==> config.mk <==
export PLATFORM = sky130hd
export DESIGN_NAME = noc_depacketizer
export DESIGN_NICKNAME = d
export VERILOG_FILES = /design/src/rtl/noc_depacketizer_pkg.sv /design/src/rtl/noc_out_reg.sv /design/src/rtl/noc_depacketizer.sv
export SDC_FILE = /design/constraint.sdc
export NUM_CORES = 1
export LEC_CHECK = 0
export ABC_AREA = 1
export CORE_ASPECT_RATIO = 1.75
export CORE_MARGIN = 3
export CORE_UTILIZATION = 41
export CTS_CLUSTER_DIAMETER = 200
export CTS_CLUSTER_SIZE = 25
export DETAILED_ROUTE_END_ITERATION = 10
export HOLD_SLACK_MARGIN = 0.02
export MAX_ROUTING_LAYER = met4
export PLACE_DENSITY = 0.76
export SYNTH_ARGS = -nofsm -noshare
export SYNTH_HDL_FRONTEND = slang
export SYNTH_SLANG_ARGS = --single-unit
==> constraint.sdc <==
create_clock -name clk -period 1.7 [get_ports clk]
set_input_delay 0.34 -clock clk [delete_from_list [all_inputs] [get_ports clk]]
set_output_delay 0.34 -clock clk [all_outputs]
set_load 0.01 [all_outputs]
==> src/rtl/noc_depacketizer_pkg.sv <==
// noc_depacketizer_pkg: shared NoC/AXI field layout, flit-type decode and depacketizer FSM types.
//   Package Noc_parameters
//     - flit / ID / AXI field widths and LSB positions of every head-flit field
//     - flit_type_e      : decoded flit type (head, body, tail, illegal)
//     - depkt_state_e    : depacketizer FSM states
//     - decode_flit()    : maps the raw flit type field onto flit_type_e
package Noc_parameters;

    localparam int Noc_ID_X_Width     = 2;
    localparam int Noc_ID_Y_Width     = 2;
    localparam int Noc_ID_Width       = Noc_ID_X_Width + Noc_ID_Y_Width;
    localparam int Noc_Data_Width     = 32;
    localparam int Noc_Head_Bit       = 2;
    localparam int Noc_Flit_Width     = Noc_Head_Bit + Noc_Data_Width;
    localparam int Noc_Point_H        = Noc_Flit_Width - 1;

    localparam int Axi_TYPE_Bit       = 2;
    localparam int Axi_PACK_ORDER_Bit = 4;
    localparam int Axi_LEN_Bit        = 4;

    // Head flit layout, each value is the LSB of its field.
    localparam int Noc_Source_Point     = 0;
    localparam int Noc_Dest_Point       = Noc_Source_Point + Noc_ID_Width;
    localparam int Axi_Type_Point       = Noc_Dest_Point + Noc_ID_Width;
    localparam int Axi_Pack_Order_Point = Axi_Type_Point + Axi_TYPE_Bit;
    localparam int Axi_Len_Point        = Axi_Pack_Order_Point + Axi_PACK_ORDER_Bit;

    // Raw encodings of the flit type field.
    localparam logic [Noc_Head_Bit-1:0] Noc_Head_E = 2'b00;
    localparam logic [Noc_Head_Bit-1:0] Noc_Tail_H = 2'b01;
    localparam logic [Noc_Head_Bit-1:0] Noc_Head_H = 2'b10;
    localparam logic [Noc_Head_Bit-1:0] Noc_Ill_H  = 2'b11;

    typedef enum logic [Noc_Head_Bit-1:0] {
        FLIT_BODY    = Noc_Head_E,
        FLIT_TAIL    = Noc_Tail_H,
        FLIT_HEAD    = Noc_Head_H,
        FLIT_ILLEGAL = Noc_Ill_H
    } flit_type_e;

    typedef enum logic [1:0] {
        IDLE,
        HDR_OUT,
        DATA,
        DROP
    } depkt_state_e;

    function automatic flit_type_e decode_flit(input logic [Noc_Head_Bit-1:0] t);
        return t == Noc_Head_H ? FLIT_HEAD :
               t == Noc_Tail_H ? FLIT_TAIL :
               t == Noc_Head_E ? FLIT_BODY : FLIT_ILLEGAL;
    endfunction

endpackage

==> src/rtl/noc_out_reg.sv <==
// noc_out_reg: one-entry valid/ready output register for the payload path.
//   clk, rst            : clock, asynchronous active-high reset
//   in_data, in_last    : beat to load
//   in_valid, in_ready  : load handshake (ready when empty or draining this cycle)
//   out_data, out_last  : registered beat, held stable while stalled
//   out_valid, out_ready: output handshake
module noc_out_reg #(
    parameter int W = 32
) (
    input  logic         clk,
    input  logic         rst,
    input  logic [W-1:0] in_data,
    input  logic         in_last,
    input  logic         in_valid,
    output logic         in_ready,
    output logic [W-1:0] out_data,
    output logic         out_last,
    output logic         out_valid,
    input  logic         out_ready
);

    assign in_ready = !out_valid || out_ready;

    always_ff @(posedge clk or posedge rst) begin
        if (rst) begin
            out_valid <= 1'b0;
            out_data  <= '0;
            out_last  <= 1'b0;
        end else if (in_ready) begin
            out_valid <= in_valid;
            if (in_valid) begin
                out_data <= in_data;
                out_last <= in_last;
            end
        end
    end

endmodule

==> src/rtl/noc_depacketizer.sv <==
// noc_depacketizer: turns NoC flits from a router local port into a header plus a payload burst.
//   clk, rst                         : clock, asynchronous active-high reset
//   flit_i, flit_valid_i, flit_ready_o: incoming flit stream
//   hdr_src_o/type_o/order_o/len_o    : registered header of the current packet
//   hdr_valid_o, hdr_ready_i          : header handshake
//   data_o, data_last_o               : payload beat from a single output register
//   data_valid_o, data_ready_i        : payload handshake
//   err_o                             : one-cycle pulse on any protocol error
module noc_depacketizer
    import Noc_parameters::*;
#(
    parameter logic [Noc_ID_X_Width-1:0] LOCAL_X = '0,
    parameter logic [Noc_ID_Y_Width-1:0] LOCAL_Y = '0
) (
    input  logic                          clk,
    input  logic                          rst,
    input  logic [Noc_Flit_Width-1:0]     flit_i,
    input  logic                          flit_valid_i,
    output logic                          flit_ready_o,
    output logic [Noc_ID_Width-1:0]       hdr_src_o,
    output logic [Axi_TYPE_Bit-1:0]       hdr_type_o,
    output logic [Axi_PACK_ORDER_Bit-1:0] hdr_order_o,
    output logic [Axi_LEN_Bit-1:0]        hdr_len_o,
    output logic                          hdr_valid_o,
    input  logic                          hdr_ready_i,
    output logic [Noc_Data_Width-1:0]     data_o,
    output logic                          data_valid_o,
    output logic                          data_last_o,
    input  logic                          data_ready_i,
    output logic                          err_o
);

    depkt_state_e              state;
    flit_type_e                ft;
    logic [Axi_LEN_Bit:0]      cnt;
    logic                      fire;
    logic                      dest_ok;
    logic                      at_end;
    logic                      hdr_load;
    logic                      push_valid;
    logic                      push_ready;
    logic                      push_last;
    logic [Noc_Data_Width-1:0] push_data;

    assign ft      = decode_flit(flit_i[Noc_Point_H -: Noc_Head_Bit]);
    assign dest_ok = flit_i[Noc_Dest_Point +: Noc_ID_Width] == {LOCAL_Y, LOCAL_X};
    assign at_end  = cnt == {1'b0, hdr_len_o};
    assign fire    = flit_valid_i && flit_ready_o;

    always_comb begin
        flit_ready_o = state == HDR_OUT ? 1'b0 : state == DATA ? push_ready : 1'b1;
        hdr_valid_o  = state == HDR_OUT;
        hdr_load     = fire && ft == FLIT_HEAD && dest_ok && (state == IDLE || state == DATA);
        // A head arriving mid-burst closes the burst with an empty last beat.
        push_valid   = state == DATA && fire && ft != FLIT_ILLEGAL;
        push_data    = ft == FLIT_HEAD ? '0 : flit_i[Noc_Data_Width-1:0];
        push_last    = ft == FLIT_HEAD || ft == FLIT_TAIL || at_end;
    end

    always_ff @(posedge clk or posedge rst) begin
        if (rst) begin
            hdr_src_o   <= '0;
            hdr_type_o  <= '0;
            hdr_order_o <= '0;
            hdr_len_o   <= '0;
        end else if (hdr_load) begin
            hdr_src_o   <= flit_i[Noc_Source_Point +: Noc_ID_Width];
            hdr_type_o  <= flit_i[Axi_Type_Point +: Axi_TYPE_Bit];
            hdr_order_o <= flit_i[Axi_Pack_Order_Point +: Axi_PACK_ORDER_Bit];
            hdr_len_o   <= flit_i[Axi_Len_Point +: Axi_LEN_Bit];
        end
    end

    always_ff @(posedge clk or posedge rst) begin
        if (rst) begin
            state <= IDLE;
            cnt   <= '0;
            err_o <= 1'b0;
        end else begin
            err_o <= 1'b0;
            case (state)
                IDLE: begin
                    if (fire) begin
                        if (ft == FLIT_HEAD) begin
                            state <= dest_ok ? HDR_OUT : DROP;
                            err_o <= !dest_ok;
                        end else begin
                            err_o <= 1'b1;
                        end
                    end
                end
                HDR_OUT: begin
                    if (hdr_ready_i) begin
                        state <= DATA;
                        cnt   <= '0;
                    end
                end
                DATA: begin
                    if (fire) begin
                        case (ft)
                            FLIT_HEAD: begin
                                err_o <= 1'b1;
                                state <= dest_ok ? HDR_OUT : DROP;
                            end
                            FLIT_TAIL: begin
                                err_o <= !at_end;
                                state <= IDLE;
                            end
                            FLIT_BODY: begin
                                // Counter stops at len: a body there means the tail went missing.
                                if (at_end) begin
                                    err_o <= 1'b1;
                                    state <= DROP;
                                end else begin
                                    cnt <= cnt + 1'b1;
                                end
                            end
                            default: err_o <= 1'b1;
                        endcase
                    end
                end
                DROP: begin
                    if (fire && ft == FLIT_TAIL) state <= IDLE;
                end
                default: state <= IDLE;
            endcase
        end
    end

    noc_out_reg #(.W(Noc_Data_Width)) u_out_reg (
        .clk       (clk),
        .rst       (rst),
        .in_data   (push_data),
        .in_last   (push_last),
        .in_valid  (push_valid),
        .in_ready  (push_ready),
        .out_data  (data_o),
        .out_last  (data_last_o),
        .out_valid (data_valid_o),
        .out_ready (data_ready_i)
    );

endmodule
Yosys cells after proc, flatten, opt, wreduce, memory -nomap -nowiden
Index checks and enable logic that the tools add are counted.

word-level totals
  latch bits = 0
  output and inout port bits = 51
  bits in writable memories = 0
  memory bits (read-only) = 0
  bits of input ports = 39
  bits in registers = 56
  logic and storage cells = 77
  memories = 0

cells by class
  reduce and logical (&&, ||, !) cells = 22
  multiplexer cells = 26
  bitwise gates (word level) = 0
  add/subtract/negate cells = 1
  $mul = 0
  order comparisons = 0
  shift operators = 0
  divide/modulo/power cells = 0
  eq/ne operators = 18

operators with widths
  kind                 number
  $mux 32              1
  $mux 2               10
  $mux 5               4
  $ne 2x2->1 const B   6
  $pmux 5 s2           1
  $eq 2x2->1 const B   4
  $pmux 2 s4           1
  $logic_and 1x1->1    7
  $reduce_and 7->1     1
  $eq 2x1->1 const B   3
  $logic_not 2->1      3
  $mux 1               6
  $pmux 2 s3           1
  $add 5x1->5 const B  1
  $eq 5x4->1           1
  $reduce_and 5->1     1
  $logic_not 4->1      1
  $logic_or 1x1->1     4
  $ne 2x1->1 const B   2
  $ne 4x1->1 const B   1
  $pmux 1 s2           2
  $logic_not 1->1      3
  $ne 3x3->1 const B   1
  $reduce_and 2->1     1
  $reduce_bool 2->1    1

Depth between registers and ports, before layout
Gate-level depths: netlist of run 1.

  word-level depth = 8
  depth in mapped cells = 11
  gate-level depth less buffers = 11

Modules after synthesis
From an unflattened synthesis of run 1, not the netlist that was laid out.

second synthesis, totals
  cell total of the unflattened synthesis = 398
  area, all modules = 2977.9 sq um

modules (own cells, without submodules)
  module            instances  area each (sq um)  sequential area each (sq um)  cells an instance
  noc_depacketizer  1          1604.0             550.5                         250
  noc_out_reg       1          1373.8             850.8                         148

Worst setup path after synthesis of run 1
Ideal clock, no wire load.

  path kind = input port to flip-flop
  from = in flit_i[32]
  to = reg hdr_order_o[0]
  setup time = 0.065 ns
  path slack = 0.230 ns
  stages on the path = 7
  data arrival time = 1.405 ns
  cell sequence = inv_1 -> ha_1 -> inv_1 -> nor2_1 -> clkbuf_1 -> nand3_1 -> nand2_2

on the way
  word-level cells in the longest chain between the ends = 8

ends and longest elaborated chain
  what                              line                        RTL
  start, declared                   noc_depacketizer.sv:17      input logic [Noc_Flit_Width-1:0] flit_i,
  $logic_not 2->1                   noc_depacketizer_pkg.sv:51  t == Noc_Head_E ? FLIT_BODY : FLIT_ILLEGAL;
  $mux 2                            noc_depacketizer_pkg.sv:51
  $mux 2                            noc_depacketizer_pkg.sv:50  t == Noc_Tail_H ? FLIT_TAIL :
  $mux 2 *                          noc_depacketizer_pkg.sv:49  return t == Noc_Head_H ? FLIT_HEAD :
  $eq 2x2->1 *                      noc_depacketizer.sv:53      hdr_load = fire && ft == FLIT_HEAD && dest_ok && (state == IDLE || state == DATA);
  $logic_and 1x1->1 * (3 in a row)  noc_depacketizer.sv:53
  end signal, assigned              noc_depacketizer.sv:69      hdr_order_o <= flit_i[Axi_Pack_Order_Point +: Axi_PACK_ORDER_Bit];
  end, declared                     noc_depacketizer.sv:22      output logic [Axi_PACK_ORDER_Bit-1:0] hdr_order_o,

Every way passes the cells marked *; elsewhere a longest branch is shown, timed or not.
A chain may end at the register's enable or synchronous reset.

Worst setup path after layout of run 1
  from = reg hdr_type_o[0]
  to = out hdr_type_o[0]

RTL lines
  what                    line                    RTL
  start, declared         noc_depacketizer.sv:21  output logic [Axi_TYPE_Bit-1:0] hdr_type_o,
  start signal, assigned  noc_depacketizer.sv:68  hdr_type_o <= flit_i[Axi_Type_Point +: Axi_TYPE_Bit];

No word-level cell between the ends.

==> results.py, run 1 <==
metrics = {
    "synthesis": {
        "synth_cell_types": 27,
        "syn_area_sq_um": 2710,
        "synthCells": 317,
        "yosys-top-cells-area": "dfrtp_1 52%, nand2_1 14%, nand3_1 9.6%",
        "synth_nets": 361,
        "ys.flop_type": "dfrtp_1",
        "yosysWarnings": 0,
        "synth_top_area_cell": "dfrtp_1",
        "ys_seq_elements": 56,
        "avgSynthCellArea_sq_um": 8.53,
        "synth_edf_count": 0,
        "ys_seq_area_share_pct": 51.8,
        "synth_top_area_share_pct": 51.8,
        "async_flop_share_pct": 100,
    },
    "critical_path": {
        "crit_family": "buffers and inverters",
        "r2r_start": "state[0]",
        "crit_cells": 1,
        "worstPathRequired_ns": 1.36,
        "critPathKind": "reg2out",
        "startpoint_type": "register",
        "reg2regPathDepth": 7,
        "cp_max_fo": 2,
        "crit_path_cell_trace": "clkdlybuf4s50_1",
        "cp.arrival_ns": 1.29,
        "cp-startpoint": "hdr_type_o[0]",
        "cp_slowest_stage_delay_ns": 0.56,
        "end_kind": "primary output",
        "slowest_stage": "clkdlybuf4s50_1",
        "rr_endpoint": "u_out_reg.out_data[4]",
        "crit_end": "hdr_type_o[0]",
        "critPathBufInv": 1,
        "r2r_slack_ns": 0.12,
    },
    "drt": {
        "vias": 2505,
        "initialDrtViolationCount": 126,
        "detail_route.wl_per_cell_um": 13.9,
        "viasPerCell": 4.93,
        "drt.antenna.violating_nets": 0,
        "dr.pass1.iters": 6,
        "wl_mm": 7.04,
        "drc": 0,
    },
    "global_route": {
        "grt_util_met2_pct": 35.5,
        "met1_usage_pct": 21.4,
        "grt_use_met3_pct": 2.46,
        "grtUsageTotal_pct": 19.5,
        "grt_first_pass_wirelength_mm": 11.3,
        "grt_busiest_layer": "met2",
        "grt_pass1_vias": 2481,
        "overflow": 0,
        "grt_max_degree": 31,
        "antenna_found_initial": 0,
    },
    "timing": {
        "hold_viol_final": 0,
        "fin_ws_ns": 0.0675,
        "slew_violations": 0,
        "fin_crit_sh_pct": 96.0,
        "fin_worst_skew_ns": 0.00822,
        "timing.fmax_ghz": 0.613,
        "timing.slew.headroom_pct": 72.0,
        "worst_pin_slew_ns": 0.419,
        "setup_viol": 0,
        "grt_setup_unrepaired": "false",
        "fin_setup_tns_ns": 0,
        "period_minus_slack_ns": 1.63,
    },
    "placement": {
        "post-place-ws_ns": -0.192,
        "placed_cell_area_sq_um": 3870,
        "hpwl_mm": 5.47,
        "port_buffers": 89,
        "gp_congestion": 0.898,
        "placed_cells": 498,
    },
    "floorplanning": {
        "initial_core_util_pct": 42.8,
        "core_area_sq_um": 6320,
        "die_area_sq_um": 7650,
        "die_h_um": 113,
        "io_pins": 90,
        "die-width_um": 67.4,
        "num_rows": 38,
    },
    "cells_and_area": {
        "final_cells": 508,
        "fill_cells": 555,
        "fin_area_sq_um": 3980,
        "diodes": 0,
        "area_delta_synth_final_pct": 47.1,
        "multi_input_area_sq_um": 1150,
        "nNetsFinal": 471,
        "final_layout_size_suffix_gt1_share_pct": 16.8,
        "ff_latch_area_sq_um": 1400,
    },
    "clock_tree": {
        "cts_tree": "done",
        "cts-root-buf": "clkbuf_8",
        "clk_latency_ns": 0.31,
        "clock_sinks": 56,
        "htreeDepth": 2,
        "clk_pin_slew_ns": 0.10,
        "cts-buffers-inserted": 5,
        "cts_buffer_depth": 2,
    },
    "power": {
        "power_mw": 5.70,
        "leakage_nw": 1.97,
        "power_density_nw_per_um2": 1430,
        "vdd_drop_max_mv": 0.789,
    },
    "run": {
        "max_cap_viol_count": 0,
    },
    "run_status": {
        "status": "finished clean",
    },
    "worst_hold_path": {
        "hold_class": "in2async",
    },
}
## logic make-up after synthesis
group | after synthesis | share of synthesized area, %
compound gates | 16 | 3.28
xor+xnor | 2 | 0.648
fa+ha+maj | 5 | 2.31
buf+inv | 36 | 6.06
flops | 56 | 51.8
simple gates | 202 | 35.9
## repair_timing
item                       CTS  global route
hold buffers                 0             0
setup endpoints to repair    2             2
resized for setup            2             4
setup buffers                0             2
cloned                       0             0
pin swaps                    0             0
## cell usage after synthesis (2+ instances only)
cell	n
nand4_1	2
inv_1	19
nor2_1	17
nand2_4	11
nand2_1	99
nand3_1	52
nand2_2	13
inv_2	4
o31ai_1	2
buf_2	7
nand3_2	2
nor2_2	3
o21ai_0	5
clkbuf_1	4
ha_1	5
o21ai_1	2
a21oi_1	5
dfrtp_1	56
## state kept, by name, indices dropped and copies added (netlist names)
name / count
hdr_src_o: 4
cnt: 5
u_out_reg.out_valid: 1
u_out_reg.out_data: 32
hdr_len_o: 4
state: 2
hdr_type_o: 2
hdr_order_o: 4
u_out_reg.out_last: 1
err_o: 1
## layout make-up
type,count,share of cell area (%)
Multi-Input combinational cell,225,28.8
Timing Repair Buffer,116,28.9
Sequential cell,56,35.2
Clock inverter,3,0.566
Clock buffer,5,1.73
Inverter,23,2.26
Tap cell,80,2.51
## worst min-delay path by stage
stage	startpoint	endpoint	cells past startpoint
floorplan	rst	cnt[0]	1
global placement	u_out_reg.out_data[13]	u_out_reg.out_data[13]	2
detailed placement	cnt[4]	cnt[4]	2
CTS	rst	u_out_reg.out_data[10]	2
global route	rst	u_out_reg.out_data[8]	2
finish	rst	u_out_reg.out_data[8]	2
## layout by cell type (no fill, tap or decap)
cell	instances
clkinv_2	1
nand2_1	99
nand2_2	13
o21ai_0	5
clkbuf_2	1
nand3_1	52
a31oi_1	1
or2_1	1
clkdlybuf4s50_1	87
inv_2	4
clkinvlp_4	1
dlygate4sd2_1	1
o21ai_1	2
a21oi_1	5
clkinv_4	1
inv_6	1
nand3_2	2
nand3b_1	1
nor3_1	1
buf_4	22
xor2_1	1
nand4_1	2
a211oi_2	1
dfrtp_1	56
clkbuf_8	5
buf_12	5
xnor2_1	1
nor2_2	4
o31ai_1	2
ha_1	5
inv_1	18
nand2_4	11
nor2_1	16
## per-layer routing
| metal | routed length (um) | vias to the layer above |
|---|---|---|
| met5 | 0 | - |
| met2 | 3970 | 58 |
| li1 | - | 1222 |
| met1 | 2710 | 1214 |
| met4 | 137 | 0 |
| met3 | 220 | 11 |
## metrics by stage
step	hold WS (ns)	utilization (%)
after floorplan	0.420	-
after global placement	0.462	61.2
after detailed placement	0.459	61.2
after CTS	0.378	62.6
after global routing	0.382	62.9
final	0.369	62.9
## power by group
| part | switching [mW] | internal, mW | leakage, nW |
|---|---|---|---|
| clock network | 0.437 | 0.296 | 0.0485 |
| registers | 0.343 | 1.84 | 0.721 |
| logic | 1.33 | 1.45 | 1.21 |
(Power assumes the default switching activity.)
==> run 2: changes to the inputs <==
--- a/config.mk
+++ b/config.mk
@@ -12,7 +12,7 @@
 export CTS_CLUSTER_DIAMETER = 200
 export CTS_CLUSTER_SIZE = 25
 export DETAILED_ROUTE_END_ITERATION = 10
-export HOLD_SLACK_MARGIN = 0.02
+export HOLD_SLACK_MARGIN = 0.06
 export MAX_ROUTING_LAYER = met4
 export PLACE_DENSITY = 0.76
 export SYNTH_ARGS = -nofsm -noshare
==> results of run 2 <==
No change in the layout: final DEF, timing and power equal those of run 1.
==> run 3: changes to the inputs <==
--- a/config.mk
+++ b/config.mk
@@ -18,3 +18,4 @@
 export SYNTH_ARGS = -nofsm -noshare
 export SYNTH_HDL_FRONTEND = slang
 export SYNTH_SLANG_ARGS = --single-unit
+export TNS_END_PERCENT = 10
==> constraint.sdc (replaced) <==
create_clock -name clk -period 1.5 [get_ports clk]
set_input_delay 0.3 -clock clk [delete_from_list [all_inputs] [get_ports clk]]
set_output_delay 0.3 -clock clk [all_outputs]
set_load 0.01 [all_outputs]
==> run 3 against run 2 <==
Compared with the run above:
- the run now ends with setup timing left
- global-route usage up 0.52 points
- sequential share of layout area down 0.80 points
- worst hold slack worse by 0.070 ns
- sequential power up 11%
- register-to-register slack worse by 0.14 ns
- design area up 2.3%
- clock power up 14%
- clock skew up 0.0014 ns
- non-clock buffer count up 9
- core utilization up 1.5 points
- combinational power up 10%
- final cell count up 1.8%
==> results.py, run 3 (synthesis results as in run 1) <==
metrics = {
    "timing": {
        "fin_setup_tns_ns": -0.0282,
        "fin_worst_skew_ns": 0.00964,
        "setup_viol": 4,
        "worst_pin_slew_ns": 0.328,
        "fin_ws_ns": -0.0151,
        "period_minus_slack_ns": 1.52,
        "hold_viol_final": 0,
        "slew_violations": 0,
        "fin_crit_sh_pct": 101,
        "timing.fmax_ghz": 0.660,
        "grt_setup_unrepaired": "true",
        "timing.slew.headroom_pct": 78.1,
    },
    "drt": {
        "initialDrtViolationCount": 193,
        "top_layer_used": "met4",
        "viasPerCell": 4.99,
        "met1_length_mm": 2.77,
        "drc": 0,
        "detail_route.wl_per_cell_um": 14.5,
        "wl_mm": 7.50,
        "dr.pass1.iters": 4,
        "vias": 2582,
        "drt.antenna.violating_nets": 0,
        "wl_met3_um": 314,
        "wl_met2_mm": 4.26,
    },
    "cells_and_area": {
        "top_register": "u_out_reg.out_data",
        "nNetsFinal": 480,
        "final_layout_size_suffix_gt1_share_pct": 20.6,
        "diodes": 0,
        "fill_cells": 554,
        "top_regs": "u_out_reg.out_data: 32 flops, cnt: 5 flops",
        "layout_common_cells": "98 x nand2_1, 56 x dfrtp_1, 52 x nand3_1, 48 x dlygate4sd2_1, 37 x clkdlybuf4s50_1",
        "layout.cells.most_common": "nand2_1",
        "area_delta_synth_final_pct": 50.6,
        "largest_reg_flops": 32,
    },
    "clock_tree": {
        "clock_sinks": 56,
        "cts_buffer_depth": 2,
        "htreeDepth": 2,
        "cts-buffers-inserted": 5,
        "cts_tree": "done",
        "cts-root-buf": "clkbuf_8",
        "clk_latency_ns": 0.31,
        "hold_buffers": 0,
        "clk_pin_slew_ns": 0.11,
    },
    "critical_path": {
        "reg2regPathDepth": 8,
        "cp-startpoint": "state[0]",
        "startpoint_type": "register",
        "cp.arrival_ns": 1.72,
        "r2r_start": "state[0]",
        "critPathKind": "reg2reg",
        "cp_max_fo": 10,
        "worstPathRequired_ns": 1.71,
        "end_kind": "register",
    },
    "global_route": {
        "grt_pass1_vias": 2491,
        "grt_first_pass_wirelength_mm": 11.5,
        "grtUsageTotal_pct": 20.1,
        "grt_max_degree": 35,
        "overflow": 0,
        "antenna_found_initial": 0,
    },
    "placement": {
        "hpwl_mm": 5.48,
        "port_buffers": 89,
        "gp_congestion": 0.899,
    },
    "power": {
        "power_mw": 6.34,
        "leakage_nw": 2.20,
        "vdd_drop_max_mv": 0.914,
        "power_density_nw_per_um2": 1560,
    },
    "floorplanning": {
        "num_rows": 38,
        "die_h_um": 113,
        "die-width_um": 67.4,
        "initial_core_util_pct": 42.8,
        "io_pins": 90,
        "die_area_sq_um": 7650,
        "core_area_sq_um": 6320,
    },
    "run_status": {
        "status": "finished with violations",
        "failed_checks": "setup timing",
    },
    "run": {
        "max_cap_viol_count": 0,
    },
    "worst_hold_path": {
        "hold_class": "in2async",
    },
}
## run 3: cell count changes in the layout (fill, tap and decap cells not counted), sizes merged
cell           delta
clkdlybuf4s50    -50
dlygate4sd2      +47
buf               +8
clkbuf            +3
dlymetal6s2s      +2
clkinv            -1
clkinvlp          +1
inv               -1
## run 3: per-layer routing
| layer | GRT usage [%] | up-vias |
|---|---|---|
| met4 | 7.05 | 0 |
| met2 | 35.5 | 77 |
| li1 | - | 1250 |
| met1 | 22.7 | 1243 |
| met3 | 2.46 | 12 |
| met5 | - | - |
## run 3: layout make-up
| cell class | instances | area (sq um) | area share, % |
|---|---|---|---|
| clock buffer | 6 | 72.6 | 1.78 |
| clock inverter | 2 | 16.3 | 0.399 |
| inverter | 23 | 95.1 | 2.33 |
| multi-input combinational | 225 | 1190 | 29.2 |
| sequential | 56 | 1400 | 34.4 |
| tap | 80 | 100 | 2.46 |
| timing repair buffer | 125 | 1200 | 29.5 |
## run 3: path summary, 6_finish.rpt
kind	end	slack, ns
hold / removal	u_out_reg.out_data[9]	0.30
setup / recovery	u_out_reg.out_data[9]	-0.02
max in group asynchronous	u_out_reg.out_valid	0.73
min in group clk	cnt[4]	0.49
hold reg to reg	cnt[4]	0.49
setup reg to reg	u_out_reg.out_data[9]	-0.02
## run 3: through the flow
stage | std cells | area, sq um | hold WS [ns] | setup slack (ns) | utilization, %
after global routing | 517 | 4070 | 0.308 | -0.0971 | 64.4
after CTS | 513 | 3960 | 0.305 | -0.00914 | 62.6
after detailed placement | 501 | 3880 | 0.464 | -0.363 | 61.4
after global placement | 501 | 3880 | 0.458 | -0.317 | 61.4
final | 517 | 4070 | 0.299 | -0.0151 | 64.4
after floorplan | 317 | 2710 | 0.380 | 0.0703 | -
## run 3: what timing repair did
action | CTS | global route
setup buffers | 4 | 2
gates cloned | 0 | 2
setup endpoints to repair | 88 | 58
resized for setup | 59 | 19
pin swaps | 1 | 3
## run 3: where the power goes
| part | switching [mW] | internal [mW] | total, mW | leakage (nW) |
|---|---|---|---|---|
| sequential | 0.351 | 2.09 | 2.44 | 0.721 |
| combinational | 1.63 | 1.44 | 3.07 | 1.44 |
| clock | 0.501 | 0.334 | 0.835 | 0.0414 |
## run 3: critical path, cell delays in order, from the launching register on
cell	delay, ns
dfrtp_1	0.44
buf_6	0.16
inv_4	0.06
nand4_1	0.16
nor2_4	0.22
inv_4	0.08
clkbuf_16	0.17
nand2_1	0.06
nand2_1	0.06
